`config.mk`:
```
export PLATFORM = sky130hd
export DESIGN_NAME = dmem_bridge64
export DESIGN_NICKNAME = d
export VERILOG_FILES = /design/src/rtl/dmem_bridge_pkg.sv /design/src/rtl/dmem_load_align.sv /design/src/rtl/dmem_bridge64.sv
export SDC_FILE = /design/constraint.sdc
export NUM_CORES = 1
export LEC_CHECK = 0
export CAP_MARGIN = 20
export CORE_AREA = 2 2 127 129
export CTS_CLUSTER_DIAMETER = 60
export DETAILED_ROUTE_END_ITERATION = 8
export DIE_AREA = 0 0 129 131
export DONT_BUFFER_PORTS = 1
export MAX_ROUTING_LAYER = met4
export PLACE_DENSITY = 0.82
export SLEW_MARGIN = 20
export SYNTH_ARGS = -nofsm -noshare
export SYNTH_HDL_FRONTEND = slang
export SYNTH_SLANG_ARGS = --single-unit
```
`constraint.sdc`:
```
create_clock -name clk -period 2.3 [get_ports clk]
set_input_delay 0.345 -clock clk [delete_from_list [all_inputs] [get_ports clk]]
set_output_delay 0.345 -clock clk [all_outputs]
set_load 0.05 [all_outputs]
```
`src/rtl/dmem_bridge_pkg.sv`:
```
// Shared types and helpers for the dmem_bridge64 load/store bridge.
package dmem_bridge_pkg;

  localparam int unsigned XLEN   = 64;
  localparam int unsigned WORD_W = 32;
  localparam int unsigned BE_W   = 4;

  typedef enum logic [2:0] {
    ST_IDLE,
    ST_BEAT0,
    ST_BEAT1,
    ST_DRAIN,
    ST_RESP
  } state_e;

  localparam logic [2:0] F3_B  = 3'd0;
  localparam logic [2:0] F3_H  = 3'd1;
  localparam logic [2:0] F3_W  = 3'd2;
  localparam logic [2:0] F3_D  = 3'd3;
  localparam logic [2:0] F3_BU = 3'd4;
  localparam logic [2:0] F3_HU = 3'd5;
  localparam logic [2:0] F3_WU = 3'd6;

  // log2 of the access size in bytes
  function automatic logic [1:0] size_of(input logic [2:0] funct3);
    return funct3[1:0];
  endfunction

  function automatic logic [BE_W-1:0] be_mask(input logic [1:0] size, input logic [1:0] off);
    logic [BE_W-1:0] m;
    case (size)
      2'd0:    m = 4'b0001;
      2'd1:    m = 4'b0011;
      default: m = 4'b1111;
    endcase
    return m << off;
  endfunction

endpackage

```
`src/rtl/dmem_load_align.sv`:
```
// Lane extraction plus sign/zero extension of one 32-bit memory word.
module dmem_load_align
  import dmem_bridge_pkg::*;
(
  input  logic [WORD_W-1:0] word_i,
  input  logic [1:0]        off_i,
  input  logic [2:0]        funct3_i,
  output logic [XLEN-1:0]   data_o
);

  logic [WORD_W-1:0] sh;

  assign sh = word_i >> {off_i, 3'b000};

  // Doubleword halves pass through unshifted and zero-extended
  always_comb begin
    data_o = {32'd0, word_i};
    case (funct3_i)
      F3_B:    data_o = {{56{sh[7]}},  sh[7:0]};
      F3_H:    data_o = {{48{sh[15]}}, sh[15:0]};
      F3_W:    data_o = {{32{sh[31]}}, sh};
      F3_BU:   data_o = {56'd0, sh[7:0]};
      F3_HU:   data_o = {48'd0, sh[15:0]};
      F3_WU:   data_o = {32'd0, sh};
      default: data_o = {32'd0, word_i};
    endcase
  end

endmodule

```
`src/rtl/dmem_bridge64.sv`:
```
// 64-bit load/store bridge onto a 32-bit byte-enabled synchronous memory port.
// Optional upper-address range check: DMEM_BRIDGE_RANGE_CHK_EN.
module dmem_bridge64
  import dmem_bridge_pkg::*;
#(
  parameter int unsigned ADDR_W    = 32,
  parameter logic [63:0] ERR_RDATA = 64'h0
) (
  input  logic              clk,
  input  logic              rst,
  input  logic              req_valid,
  input  logic              req_write,
  input  logic [2:0]        req_funct3,
  input  logic [XLEN-1:0]   req_addr,
  input  logic [XLEN-1:0]   req_wdata,
  output logic              req_ready,
  output logic              rsp_valid,
  output logic [XLEN-1:0]   rsp_rdata,
  output logic              rsp_err,
  output logic [ADDR_W-1:0] mem_addr,
  output logic [WORD_W-1:0] mem_wdata,
  output logic [BE_W-1:0]   mem_be,
  output logic              mem_wr,
  output logic              mem_rd,
  input  logic [WORD_W-1:0] mem_rdata
);

  state_e            state_q, state_d;
  logic [ADDR_W-1:0] addr_q, addr_d;
  logic [2:0]        f3_q, f3_d;
  logic              wr_q, wr_d;
  logic              err_q, err_d;
  logic [XLEN-1:0]   wdata_q, wdata_d;
  logic [XLEN-1:0]   data_q, data_d;
  logic [XLEN-1:0]   align_data;
  logic [ADDR_W-1:0] base_addr;
  logic              range_err;
  logic              req_err_c;

`ifdef DMEM_BRIDGE_RANGE_CHK_EN
  assign range_err = (req_addr >> ADDR_W) != 64'd0;
`else
  logic unused_addr_hi;
  assign range_err      = 1'b0;
  assign unused_addr_hi = ^(req_addr >> ADDR_W);
`endif

  assign base_addr = {addr_q[ADDR_W-1:2], 2'b00};

  // Request validation on the incoming (not yet latched) request
  always_comb begin
    req_err_c = range_err;
    if (req_funct3 == 3'd7)            req_err_c = 1'b1;
    if (req_write && req_funct3[2])    req_err_c = 1'b1;
    case (size_of(req_funct3))
      2'd1:    if (req_addr[0])              req_err_c = 1'b1;
      2'd2:    if (req_addr[1:0] != 2'd0)    req_err_c = 1'b1;
      2'd3:    if (req_addr[2:0] != 3'd0)    req_err_c = 1'b1;
      default: ;
    endcase
  end

  dmem_load_align u_align (
    .word_i   (mem_rdata),
    .off_i    (addr_q[1:0]),
    .funct3_i (f3_q),
    .data_o   (align_data)
  );

  always_comb begin
    state_d = state_q;
    addr_d  = addr_q;
    f3_d    = f3_q;
    wr_d    = wr_q;
    err_d   = err_q;
    wdata_d = wdata_q;
    data_d  = data_q;
    case (state_q)
      ST_IDLE: begin
        if (req_valid) begin
          addr_d  = req_addr[ADDR_W-1:0];
          f3_d    = req_funct3;
          wr_d    = req_write;
          wdata_d = req_wdata;
          err_d   = req_err_c;
          data_d  = req_err_c ? ERR_RDATA : 64'd0;
          state_d = req_err_c ? ST_RESP : ST_BEAT0;
        end
      end
      ST_BEAT0: begin
        if (f3_q == F3_D) state_d = ST_BEAT1;
        else if (wr_q)    state_d = ST_RESP;
        else              state_d = ST_DRAIN;
      end
      ST_BEAT1: begin
        if (wr_q) begin
          state_d = ST_RESP;
        end else begin
          data_d  = align_data;
          state_d = ST_DRAIN;
        end
      end
      // Read data for the last issued beat arrives here
      ST_DRAIN: begin
        data_d  = (f3_q == F3_D) ? {mem_rdata, data_q[31:0]} : align_data;
        state_d = ST_RESP;
      end
      ST_RESP:  state_d = ST_IDLE;
      default:  state_d = ST_IDLE;
    endcase
  end

  always_ff @(posedge clk or negedge rst) begin
    if (!rst) begin
      state_q <= ST_IDLE;
      addr_q  <= '0;
      f3_q    <= '0;
      wr_q    <= 1'b0;
      err_q   <= 1'b0;
      wdata_q <= '0;
      data_q  <= '0;
    end else begin
      state_q <= state_d;
      addr_q  <= addr_d;
      f3_q    <= f3_d;
      wr_q    <= wr_d;
      err_q   <= err_d;
      wdata_q <= wdata_d;
      data_q  <= data_d;
    end
  end

  // Memory strobes decoded purely from registered state
  always_comb begin
    mem_addr  = '0;
    mem_wdata = '0;
    mem_be    = '0;
    mem_wr    = 1'b0;
    mem_rd    = 1'b0;
    case (state_q)
      ST_BEAT0: begin
        mem_addr = base_addr;
        mem_rd   = !wr_q;
        mem_wr   = wr_q;
        if (wr_q) begin
          mem_be    = be_mask(size_of(f3_q), addr_q[1:0]);
          mem_wdata = wdata_q[31:0] << {addr_q[1:0], 3'b000};
        end
      end
      ST_BEAT1: begin
        mem_addr = base_addr + ADDR_W'(4);
        mem_rd   = !wr_q;
        mem_wr   = wr_q;
        if (wr_q) begin
          mem_be    = 4'b1111;
          mem_wdata = wdata_q[63:32];
        end
      end
      default: ;
    endcase
  end

  assign req_ready = (state_q == ST_IDLE);
  assign rsp_valid = (state_q == ST_RESP);
  assign rsp_err   = rsp_valid & err_q;
  assign rsp_rdata = rsp_valid ? data_q : 64'd0;

endmodule

```
==> results of run 1 <==
==> metal layers <==
metal,GRT usage [%],GRT overflow
met4,106,188
met1,86.3,5
met2,117,632
met3,70.2,16
met5,-,-
==> Yosys cell counts (4+ instances only) <==
cell         n  area [um^2]
a221o_1      9         90.1
buf_2       21          105
a31oi_1     10         62.6
a41oi_1      5         43.8
inv_1        4         15.0
maj3_1       4         40.0
nor2_1      84          315
and2_1       8         50.1
a22o_1      20          175
a21oi_2     21          184
nand2b_1     9         56.3
and3_1      71          444
nor2b_1     13         81.3
nand3_1     18         90.1
o31ai_1     15          113
nand2_1     88          330
buf_1        4         15.0
o2bb2ai_1    5         43.8
clkbuf_1    64          240
dfrtp_1    168         4200
mux2i_1     30          300
mux2_2     100         1130
buf_6       11          124
a21oi_1     64          320
a32o_1       8         80.1
nor3_1       7         35.0
nand4_1      7         43.8
a211o_1      9         78.8
buf_4        4         30.0
o211ai_1    42          315
o21ai_0     67          335
==> timing repair <==
item	CTS
gates cloned	5
setup buffers	27
setup endpoints to repair	79
pin swaps	40
endpoints found under the hold margin	168
gates resized for setup	139
==> cells by family after synthesis <==
kind of cell | Yosys count | synth area share [%]
AOI/OAI and AO/OA | 299 | 20.8
muxes | 130 | 14.4
adders and majority gates | 5 | 0.532
xor gates and xnor gates | 1 | 0.0887
buffers and inverters | 109 | 5.40
other | 1 | 0.0380
and+or+nand+nor | 323 | 16.1
DFF | 168 | 42.6
==> per-stage QoR <==
stage / worst slack, ns / utilization, % / instances / hold slack, ns
after global placement: 0.0386 / 81.3 / 1343 / 0.0568
after floorplan: -0.290 / - / 1037 / 0.0494
after detailed placement: -0.0357 / 81.3 / 1343 / 0.0549
after CTS: -0.219 / 90.4 / 1407 / -0.401
==> metrics.md, run 1 <==
| Metric | Value |
|---|---|
| Synth Flop Type | dfrtp_1 |
| Gr ovfl total | 841 |
| Asr flop ratio synth | 100% |
| H-tree Lvls | 4 |
| WEP type | top-level output |
| CTS max path bufs | 2 |
| Ys Warns | 0 |
| Pin count of the biggest net entering global routing | 169 |
| CTS root buf | clkbuf_16 |
| CTS buffer count | 17 |
| Starting density of the core | between 60 and 70% |
| Height of the die | 131 um |
| IO buf count | 0 |
| Post-synth EDFFs | 0 |
| Error msg | [ERROR GRT-0232] Routing congestion too high. Check the congestion heatmap in the GUI. |
| DP Area | 0.0127 mm^2 |
| Row cnt | 46 |
| Post-DP HPWL | 22.0 mm |
| Seq/Total Area, Yosys | 42.6% |
| Post-synthesis register bit count | around 170 |
| Num ports | 304 |
| Die width | about 130 um |
| Post-GRT worst EP | mem_addr[26] |
| Post-Synthesis Cells | between 1000 and 1500 |
| Post-Syn Area | just under 0.01 mm^2 |
| Clk sink count | around 170 |
| Total global-route track usage | 94.6% |
| Status | aborted with a tool error |
| Routability cong. | 0.975 |
| Syn Area/Cell | between 9 and 10 um^2 |
| Failing step | 5_1_grt |
| Synth cell types | 63 |
==> run 2, diff against run 1 <==
--- a/config.mk
+++ b/config.mk
@@ -6,13 +6,11 @@
 export NUM_CORES = 1
 export LEC_CHECK = 0
 export CAP_MARGIN = 20
-export CORE_AREA = 2 2 127 129
-export CTS_CLUSTER_DIAMETER = 60
+export CORE_AREA = 2 2 161 163
 export DETAILED_ROUTE_END_ITERATION = 8
-export DIE_AREA = 0 0 129 131
+export DIE_AREA = 0 0 163 165
 export DONT_BUFFER_PORTS = 1
-export MAX_ROUTING_LAYER = met4
-export PLACE_DENSITY = 0.82
+export PLACE_DENSITY_LB_ADDON = 0.15
 export SLEW_MARGIN = 20
 export SYNTH_ARGS = -nofsm -noshare
 export SYNTH_HDL_FRONTEND = slang
==> run 2 against run 1 <==
Compared with the run above: the flow now finishes, with violations (hold timing, setup timing); synthesized area stayed put; synthesized cell count stayed put.
==> metrics.md, run 2 <==
| Metric | Value |
|---|---|
| M1 WL | approximately 13 mm |
| Post-synthesis register bit count | 168 |
| Setup CP Type | reg -> out |
| Most frequent cells in the layout | dfrtp_1 (159), buf_12 (123), mux2_2 (100), buf_4 (86), nand2_1 (84) |
| First-pass DRT Iterations | 5 |
| Tightest Pin Transition | 0.613 ns |
| Post-Synthesis Cells | 1036 |
| Post-synth top area share | about 43% |
| Filler cells | 2049 |
| DP Area | 0.0130 mm^2 |
| Seq/Total Area, Yosys | 42.6% |
| Num ports | 304 |
| FMAX | 387 MHz |
| Post-synth EDFFs | 0 |
| CTS root buf | clkbuf_16 |
| Top flop regs | data_q: 64 flops, wdata_q: 64 flops, addr_q: 32 flops |
| Routability cong. | 0.851 |
| Total global-route track usage | 24.0% |
| Most numerous cell in the Yosys netlist | dfrtp_1 |
| CTS max path bufs | 2 |
| Final Setup Violations | 30 |
| Worst-Skew Late Latency | between 0.4 and 0.5 ns |
| FF-to-FF End | data_q[50] |
| Dominant cell type by area after synthesis | dfrtp_1 |
| Critical path endpoint category | primary output |
| Die width | 163 um |
| IO buf count | 0 |
| Ys Warns | 0 |
| Crit path capture | mem_addr[27] |
| Syn Area/Cell | 9.53 um^2 |
| Fin nets | approximately 1400 |
| Final hold vios | 168 |
| Reg2Reg Depth | 9 |
| Initial detailed-routing violation count | 554 |
| Post-DP HPWL | 22.2 mm |
| Worst r2r src | addr_q[0] |
| Clock slew at reported path FFs | 0.08 ns |
| Slew headroom | 58.9% |
| CTS tree | yes |
| Worst path arrival time | 2.24 ns |
| Via Count | about 9000 |
| Synth cell types | 63 |
| Clk sink count | 168 |
| Failing checks | hold timing, setup timing |
| Leakage power | 6.33 nW |
| Top Metal Used | met5 |
| Reg2Reg Setup Slack | 0 ns |
| Area of the core | 0.0250 mm^2 |
| Most common cell after layout, fill and taps aside | dfrtp_1 |
| Peak supply drop | 0.949 mV |
| WL/cell | 21.5 um |
| Pin count of the biggest net entering global routing | 169 |
| Asr flop ratio synth | 100% |
| Initial antenna violation count | 6 |
| Drt via density | just under 6 |
| Max Slew Vio Count | 0 |
| Met3 routed WL | between 3 and 4 mm |
| CP max FO | 5 |
| Post-synth top cells | dfrtp_1 (168), mux2_2 (100), nand2_1 (88) |
| Synth Flop Type | dfrtp_1 |
| Gr ovfl total | 0 |
| WL final | 33.5 mm |
| Total die area | 0.0269 mm^2 |
| Worst Setup Slack, final | -0.281 ns |
| Crit path launch type | register |
| Crit. Startpoint | addr_q[3] |
| Antenna violation net count after detailed routing | 0 |
| Status | complete, but fails checks |
| Crit path required time | 1.96 ns |
| # Max-Cap Violations | 0 |
| Unrepaired setup endpoints after global routing | true |
| Height of the die | ~170 um |
| Starting density of the core | 39.4% |
| PD cells | 1500 mW/mm^2 |
| Final hold slack | -0.401 ns |
| Vias in the first global route | a little under 9000 |
| Final period util | 112% |
| Row cnt | 58 |
| Worst Hold Class | in -> async |
| Post-layout min period | 2.58 ns |
| H-tree Lvls | 4 |
| Fin area | 0.0149 mm^2 |
| Final Power | around 22 mW |
| Drt drc | 0 |
| CTS buffer count | 17 |
| First-pass GRT wire length | 50.2 mm |
| Top cells by area, synth | dfrtp_1 (43%), mux2_2 (11%), and3_1 (4.5%) |
| Routed met2 length | 16.7 mm |
| Area Overhead vs Synth | 50.8% |
| Worst Skew | 0.0174 ns |
| Share of cells above drive strength 1 | 42.7% |
| Post-Syn Area | 0.00987 mm^2 |
## run 2: cell counts after synthesis
Identical to the previous run, type by type.
## run 2: repair_timing
action | in CTS | in global routing
cloned | 4 | 7
pin swaps | 29 | 69
buffers inserted | 21 | 22
hold endpoints to repair | 168 | 168
gates resized for setup | 97 | 87
setup endpoints to repair | 84 | 166
## run 2: stage by stage
stage / utilization, % / cells / hold WS (ns) / setup slack [ns] / TNS [ns]
after global routing: 59.5 / 1551 / -0.429 / -0.376 / -8.77
after CTS: 56.6 / 1522 / -0.418 / -0.227 / -4.01
final: 59.5 / 1554 / -0.401 / -0.281 / -4.25
after floorplan: - / 1037 / 0.0494 / -0.290 / -0.877
after global placement: 51.8 / 1465 / 0.0581 / 0.0350 / 0
after detailed placement: 51.8 / 1465 / 0.0576 / 0.00592 / 0
## run 2: logic make-up after synthesis
| logic type | count (synthesis) | share of synthesized area [%] |
|---|---|---|
| and+or+nand+nor | 323 | 16.1 |
| xor gates and xnor gates | 1 | 0.0887 |
| buffers and inverters | 109 | 5.40 |
| other | 1 | 0.0380 |
| AOI/OAI and AO/OA | 299 | 20.8 |
| adders and majority gates | 5 | 0.532 |
| DFF | 168 | 42.6 |
| muxes | 130 | 14.4 |
## run 2: how the worst min path moves through the flow
stage,start,endpoint,depth (start not counted)
global placement,rst,data_q[47],0
finish,rst,data_q[51],0
floorplan,rst,addr_q[0],0
detailed placement,rst,data_q[47],0
CTS,rst,data_q[47],0
global route,rst,data_q[47],0
## run 2: area by class of cell
cell class	instances	area, um^2	area share, %
tap	330	413	2.77
clock buffer	17	425	2.86
multi-input combinational	760	5880	39.5
inverter	5	18.8	0.126
clock inverter	15	173	1.16
timing repair buffer	255	3760	25.2
antenna	4	10.0	0.0672
sequential	168	4220	28.3
## run 2: per-layer routing
metal | track usage, % | up-vias
met5 | 0 | -
met2 | 40.6 | 350
li1 | - | 4152
met3 | 8.39 | 32
met1 | 29.3 | 4458
met4 | 6.15 | 2
## run 2: power by group
| group | switching [mW] | internal, mW |
|---|---|---|
| sequential | 1.21 | 4.39 |
| clock | 1.46 | 1.47 |
| combinational | 7.30 | 6.57 |
## run 2: critical path, cell delays in order, from the launching register on
cell and delay (ns):
dfrtp_2 0.42, buf_6 0.11, and4_1 0.21, and4_4 0.28
nand3_4 0.13, buf_4 0.17, o41ai_2 0.23, buf_4 0.26
Note: power is estimated with default switching activity, not from simulation.
